[src/rtl/add_stream_ctrl.sv]
// add_stream_ctrl: joins the a/b token streams into the add datapath.
// Fires the datapath when both sides hold data and the output has room,
// buffers sums in a 2-entry queue, and sequences end-of-stream handling.
module add_stream_ctrl #(
  parameter int W     = 16,
  parameter int CNT_W = 16
) (
  input  logic             clock,
  input  logic             reset,
  input  logic             a_v,
  input  logic             a_eos,
  output logic             a_r,
  input  logic             b_v,
  input  logic             b_eos,
  output logic             b_r,
  output logic             statecase,
  input  logic [W-1:0]     dp_sum,
  output logic [W-1:0]     o_d,
  output logic             o_eos,
  output logic             o_v,
  input  logic             o_b,
  output logic [CNT_W-1:0] fire_cnt,
  output logic             len_err,
  output logic             done
);

  typedef enum logic [1:0] {
    RUN   = 2'd0,
    DRAIN = 2'd1,
    DONE  = 2'd2
  } state_t;

  state_t           state_q, state_d;
  logic [1:0]       count_q, count_d;
  logic [W:0]       ent0_q, ent0_d;
  logic [W:0]       ent1_q, ent1_d;
  logic [CNT_W-1:0] fire_cnt_q, fire_cnt_d;
  logic             len_err_q, len_err_d;
  logic             done_q, done_d;

  logic             deq;
  logic             space;
  logic             enq;
  logic [W:0]       enq_val;

  // Entry 0 is always the queue head; an empty queue shows zeros.
  assign o_v      = (count_q != 2'd0);
  assign o_d      = o_v ? ent0_q[W-1:0] : '0;
  assign o_eos    = o_v & ent0_q[W];
  assign deq      = o_v & ~o_b;
  assign space    = (count_q < 2'd2) | deq;
  assign fire_cnt = fire_cnt_q;
  assign len_err  = len_err_q;
  assign done     = done_q;

  // Handshake decisions for this cycle plus next-state of the FSM and queue.
  always_comb begin
    state_d    = state_q;
    count_d    = count_q;
    ent0_d     = ent0_q;
    ent1_d     = ent1_q;
    fire_cnt_d = fire_cnt_q;
    len_err_d  = len_err_q;
    a_r        = 1'b0;
    b_r        = 1'b0;
    statecase  = 1'b0;
    enq        = 1'b0;
    enq_val    = '0;

    case (state_q)
      RUN: begin
        if (!reset) begin
          if (a_v && b_v && !a_eos && !b_eos && space) begin
            statecase = 1'b1;
            a_r       = 1'b1;
            b_r       = 1'b1;
            enq       = 1'b1;
            enq_val   = {1'b0, dp_sum};
            if (fire_cnt_q != {CNT_W{1'b1}}) fire_cnt_d = fire_cnt_q + CNT_W'(1);
          end else if (a_v && a_eos && b_v && b_eos && space) begin
            a_r     = 1'b1;
            b_r     = 1'b1;
            enq     = 1'b1;
            enq_val = {1'b1, {W{1'b0}}};
            state_d = DRAIN;
          end else if (a_v && a_eos && b_v && !b_eos) begin
            b_r       = 1'b1;
            len_err_d = 1'b1;
          end else if (b_v && b_eos && a_v && !a_eos) begin
            a_r       = 1'b1;
            len_err_d = 1'b1;
          end
        end
      end
      DRAIN: begin
        if (deq && ent0_q[W]) state_d = DONE;
      end
      DONE: begin
        state_d = DONE;
      end
      default: begin
        state_d = RUN;
      end
    endcase

    case ({enq, deq})
      2'b10: begin
        if (count_q == 2'd0) ent0_d = enq_val;
        else                 ent1_d = enq_val;
        count_d = count_q + 2'd1;
      end
      2'b01: begin
        ent0_d  = ent1_q;
        count_d = count_q - 2'd1;
      end
      2'b11: begin
        if (count_q == 2'd1) begin
          ent0_d = enq_val;
        end else begin
          ent0_d = ent1_q;
          ent1_d = enq_val;
        end
      end
      default: begin
        count_d = count_q;
      end
    endcase

    done_d = (state_d == DONE);
  end

  // State register with synchronous reset; reset drops any queued tokens.
  always_ff @(posedge clock) begin
    if (reset) begin
      state_q    <= RUN;
      count_q    <= 2'd0;
      ent0_q     <= '0;
      ent1_q     <= '0;
      fire_cnt_q <= '0;
      len_err_q  <= 1'b0;
      done_q     <= 1'b0;
    end else begin
      state_q    <= state_d;
      count_q    <= count_d;
      ent0_q     <= ent0_d;
      ent1_q     <= ent1_d;
      fire_cnt_q <= fire_cnt_d;
      len_err_q  <= len_err_d;
      done_q     <= done_d;
    end
  end

endmodule

[config.mk]
export PLATFORM = sky130hd
export DESIGN_NAME = add_stream_ctrl
export DESIGN_NICKNAME = d
export VERILOG_FILES = /design/src/rtl/add_stream_ctrl.sv
export SDC_FILE = /design/constraint.sdc
export NUM_CORES = 1
export LEC_CHECK = 0
export ABC_AREA = 1
export CORE_MARGIN = 2
export CORE_UTILIZATION = 35
export CTS_CLUSTER_DIAMETER = 100
export DETAILED_ROUTE_END_ITERATION = 8
export PLACE_DENSITY = 0.66
export SYNTH_ARGS = -nofsm -noshare
export SYNTH_HDL_FRONTEND = slang
export SYNTH_SLANG_ARGS = --single-unit
[constraint.sdc]
create_clock -name clock -period 2.66 [get_ports clock]
set_input_delay 0.798 -clock clock [delete_from_list [all_inputs] [get_ports clock]]
set_output_delay 0.798 -clock clock [all_outputs]
set_load 0.005 [all_outputs]
* After elaboration in Yosys (flattened, before gate mapping)
Index checks and enable logic that the tools add are counted.
Cells by class: add/sub/neg operators 3, $mul 0, divide/modulo/power cells 0, order comparisons 1, eq/ne operators 11, shift operators 0, muxes and demuxes 36, bitwise gates (word level) 6, reduce and logical (&&, ||, !) cells 26
Operators by type and width (number):
- $mux W17 | 7
- $pmux W17 S3 | 1
- $pmux W17 S2 | 1
- $mux W1 | 20
- $add A16 B1 Y16 const B | 1
- $mux W16 | 1
- $ne A16 B16 Y1 const B | 1
- $logic_and A1 B1 Y1 | 13
- $eq A2 B2 Y1 const B | 4
- $mux W2 | 4
- $reduce_bool A2 Y1 | 4
- $eq A2 B1 Y1 const B | 3
- $ne A2 B2 Y1 const B | 3
- $pmux W2 S3 | 1
- $reduce_and A3 Y1 | 2
- $logic_not A2 Y1 | 2
- $pmux W2 S2 | 1
- $reduce_and A4 Y1 | 1
- $not A1 Y1 | 3
- $reduce_bool A3 Y1 | 1
- $add A2 B1 Y2 const B | 1
- $and A1 B1 Y1 | 2
- $logic_not A1 Y1 | 2
- $lt A2 B2 Y1 const B | 1
- 3 further kinds | 3
Storage, ports and cells: flip-flop bits (word level) 56, latch bits 0, memory bits (writable) 0, memory bits (read-only) 0, bits of input ports 23, memories 0

* Depth between registers and ports, before layout
word-level depth 11, depth in mapped cells 17, mapped depth without buffers 16

* Least setup slack after synthesis
Ideal clock, no wire load.
kind input -> register, start input o_b, end register ent1_q[15], arrival time 2274 ps, data required time 2532 ps, path slack 258 ps, stages 10, path through nor2_2 > inv_2 > buf_2 > buf_6 > ha_1 > nand2_1 > o211ai_1 > inv_1 > clkbuf_1 > a21oi_1
Between the ends: longest elaborated chain between the ends 11, elaborated cells between the ends (all ways) 20, those cells by class 4 x eq/ne; 9 x mux; 3 x bitwise; 4 x reduce/logical
Ends and longest elaborated chain:
- start, declared | line 21 | input logic o_b,
- $not A1 Y1 * | line 50 | assign deq = o_v & ~o_b;
- $and A1 B1 Y1 * | line 50
- $or A1 B1 Y1 | line 51 | assign space = (count_q < 2'd2) | deq;
- $logic_and A1 B1 Y1 | line 80 | end else if (a_v && a_eos && b_v && b_eos && space) begin
- $mux W1 | line 80
- $mux W1 | line 73 | if (a_v && b_v && !a_eos && !b_eos && space) begin
- $mux W1 | line 72 | if (!reset) begin
- $mux W1 | line 70 | case (state_q)
- $eq A2 B2 Y1 | line 106 | case ({enq, deq})
- $ne A2 B2 Y1 (no line) / $reduce_bool A2 Y1 (equally long branches)
- $reduce_and A3 Y1 (no line)
- end signal, assigned | line 146 | ent1_q <= ent1_d;
- end, declared | line 36 | logic [W:0] ent1_q, ent1_d;
Every way passes the cells marked *; elsewhere a longest branch is shown, timed or not. The select of a mux whose other input is x is not followed. A chain may end at the register's enable or synchronous reset.

* Worst setup path in the final report
start input o_b, end output statecase
Between the ends: longest elaborated chain between the ends 7
Ends and longest elaborated chain:
- $not A1 Y1 | line 50
- $and A1 B1 Y1 | line 50
- $or A1 B1 Y1 | line 51
- $logic_and A1 B1 Y1 | line 73
- $mux W1 | line 73
- $mux W1 | line 72
- $mux W1 | line 70
- end, declared | line 16 | output logic statecase,
Every way passes these cells.

==> impl_results.md <==
- WP data arrival: 1.79 ns
- Antenna diodes: 0
- Post-place setup slack: -0.6623 ns
- Placed insts: 639
- P_leak: 1.743 nW
- Mapped Nets: 491
- Cell area after synthesis: 3124 um2
- Power Density: 484.4 nW/um2
- Setup_tns: 0 ns
- Die area: 9698 um2
- EDFF count, synth: 0
- Die width: 98.48 um
- Final Hold Fails: 0
- Routed WL per cell: 11.76 um
- Worst skew pair latency: 0.32 ns
- Clock skew: 0.01457 ns
- FP Rows: 34
- Placed cell areas: 3983 um2
- Worst hold slack: 0.4880 ns
- RR Startpoint: count_q[0]
- RSZ-0062 raised after global routing: yes
- Avg Cell Area, Syn: 6.777 um2
- Final setup violation count: 0
- Iter 0 DRT Violations: 146
- YS warnings: 0
- Hold Path End: ent0_q[14]
- Hold Path Depth: 2
- Pin count of the biggest net entering global routing: 35
- Status: finished clean
- Vias post-DR: 3,057
- CTS tree: done
- Critical Path Source Type: input pin
- Power Total: 1.985 mW
- VDD IR max: 0.0002264 V
- Area of the core: 8678 um2
- Shortest period the worst path allows: 2.589 ns
- Fin util: 47.22%
- CTS Buf Count: 5
- R2r setup slk: 0.28 ns
- Dpl hpwl: 5690 um
- CP Class: in -> out
- R2R Path End: ent0_q[1]
- Register bit total from synthesis: 56
- All-Layer GR Usage: 16.08%
- Final #Nets: 570
- Final Instance Count excl. Fillers: 649
- Share of layout cells above drive strength 1: 13.68%
- Commonest cells after routing, fill and taps aside: nand2_1, nor2_1, dfxtp_1
- GRT overflow: 0
- Die H: 98.48 um
- Initial antenna violation count: 0
- Reg clk slew, reported paths: 0.12 ns
- Final wirelength: 7635 um
- Tightest Pin Transition: 0.4602 ns
- Critical path fanouts, max: 2
- Worst reg-to-reg path cell count: 19
- Vias in the first global route: 2,900
- Async set or reset register ratio after synthesis: 0%
- Cell Int Power: 1.341 mW
- Main synth FF type: dfxtp_1
- Area Growth Syn to Fin: 31.16%
- Vias per Instance: 4.710
- Number of max-cap violations: 0
- Post-synth cell types: 33
- Fmax: 386.3 MHz
- Relative slew slack: 69.25%
- Hold-fix buffers, CTS: 0
- Clock network fraction of total power: 25.2%
- Design area: 4098 um2
- Syn Inst Count: 461
- Final Cycle Share: 97.33%
- Reg power frac: 46.8%
- Psw: 643.8 uW
- Hold Crit Class: reg -> reg
- Io pins: 62
- Starting density of the core: 36.00%
- Slew Viols, Final: 0
- Register area share after synthesis: 35.88%
- Net Sw Frac: 32.44%
- Critical Path Sink Type: primary output
- # clock sinks: 56
- Clk buf depth: 2
- Gpl congestion: 0.9196
- Clock root buffer: clkbuf_8
- First-pass GRT wire length: 13,080 um
- Antenna viol nets, final: 0
- Combinational power share: 28.0%
- Setup WS post-layout: 0.07113 ns
- Most common cell after layout, fill and taps aside: nand2_1
- Initial DRT Pass Iterations: 4
- Hold_sp: ent0_q[14]
- CP Data Required Time: 1.86 ns
- DR DRC count: 0
- PortBufs: 61
- H-tree levels: 2
-- cell usage after synthesis, drive strengths merged (2+ instances only) --
cell type,number,area [um2]
o21ai,25,128.9
nand3b,2,27.53
ha,7,87.58
clkbuf,8,30.03
a21oi,39,198.9
buf,13,107.6
nand3,48,270.3
nor2,72,316.5
xnor2,7,61.31
xor2,6,52.55
nand2,121,476.7
dfxtp,56,1121
nand4,8,50.05
inv,45,168.9
-- flip-flops by register name, indices dropped and copies added, names as in the netlist --
register / cells
state_q: 2
count_q: 2
done: 1
ent1_q: 17
len_err: 1
fire_cnt: 16
ent0_q: 17
-- cell families after synthesis --
logic type	share of synthesized area [%]
buf+inv	9.811
simple gates	37.12
compound gates	10.73
xor+xnor	3.644
fa+ha+maj	2.803
flops	35.88
-- layer usage --
metal,track usage (%),wire [um],vias up
met1,21.52,3642,1365
met5,0,0,-
met3,2.624,287,8
met4,4.004,100,0
met2,27.16,3604,61
li1,-,-,1623
-- worst max-delay path, cell delays in order --
cell and delay, ns:
dlygate4sd2_1 0.25, o21ai_2 0.21, nand3_4 0.13, nor2_8 0.10, inv_1 0.07, nor2_4 0.11, buf_2 0.13
-- power by group through the flow --
stage | clock network (mW) | logic, mW | registers, mW
final | 0.500 | 0.555 | 0.930
after global routing | 0.552 | 0.627 | 0.937
after CTS | 0.523 | 0.552 | 0.930
after detailed placement | 0 | 0.550 | 0.950
after global placement | 0 | 0.542 | 0.947
after floorplan | 0 | 0.352 | 0.944
-- final cells by class --
class                      count  area [um2]
fill                         922        4581
multi-input combinational    339        1719
inverter                      45       168.9
sequential                    56        1121
clock inverter                 3       26.28
timing repair buffer          93       858.3
tap                          108       135.1
clock buffer                   5       68.82
-- worst max path at each step --
stage	start	endpoint	slack (ns)	cells after the start
after global placement	b_v	statecase	-0.66	8
after detailed placement	b_v	statecase	-0.66	8
after global routing	count_q[0]	o_d[1]	-0.03	5
after floorplan	o_b	ent1_q[15]	0.26	10
after CTS	count_q[0]	o_d[13]	0.02	5
final	o_b	statecase	0.07	7
-- repair_timing --
item / CTS / global route
hold endpoints to repair: 0 / 0
pin swaps: 4 / 3
gates cloned: 0 / 0
setup buffers: 2 / 0
endpoints found under the setup margin: 37 / 34
gates resized for setup: 21 / 7
Power figures use the tool's default switching activity.
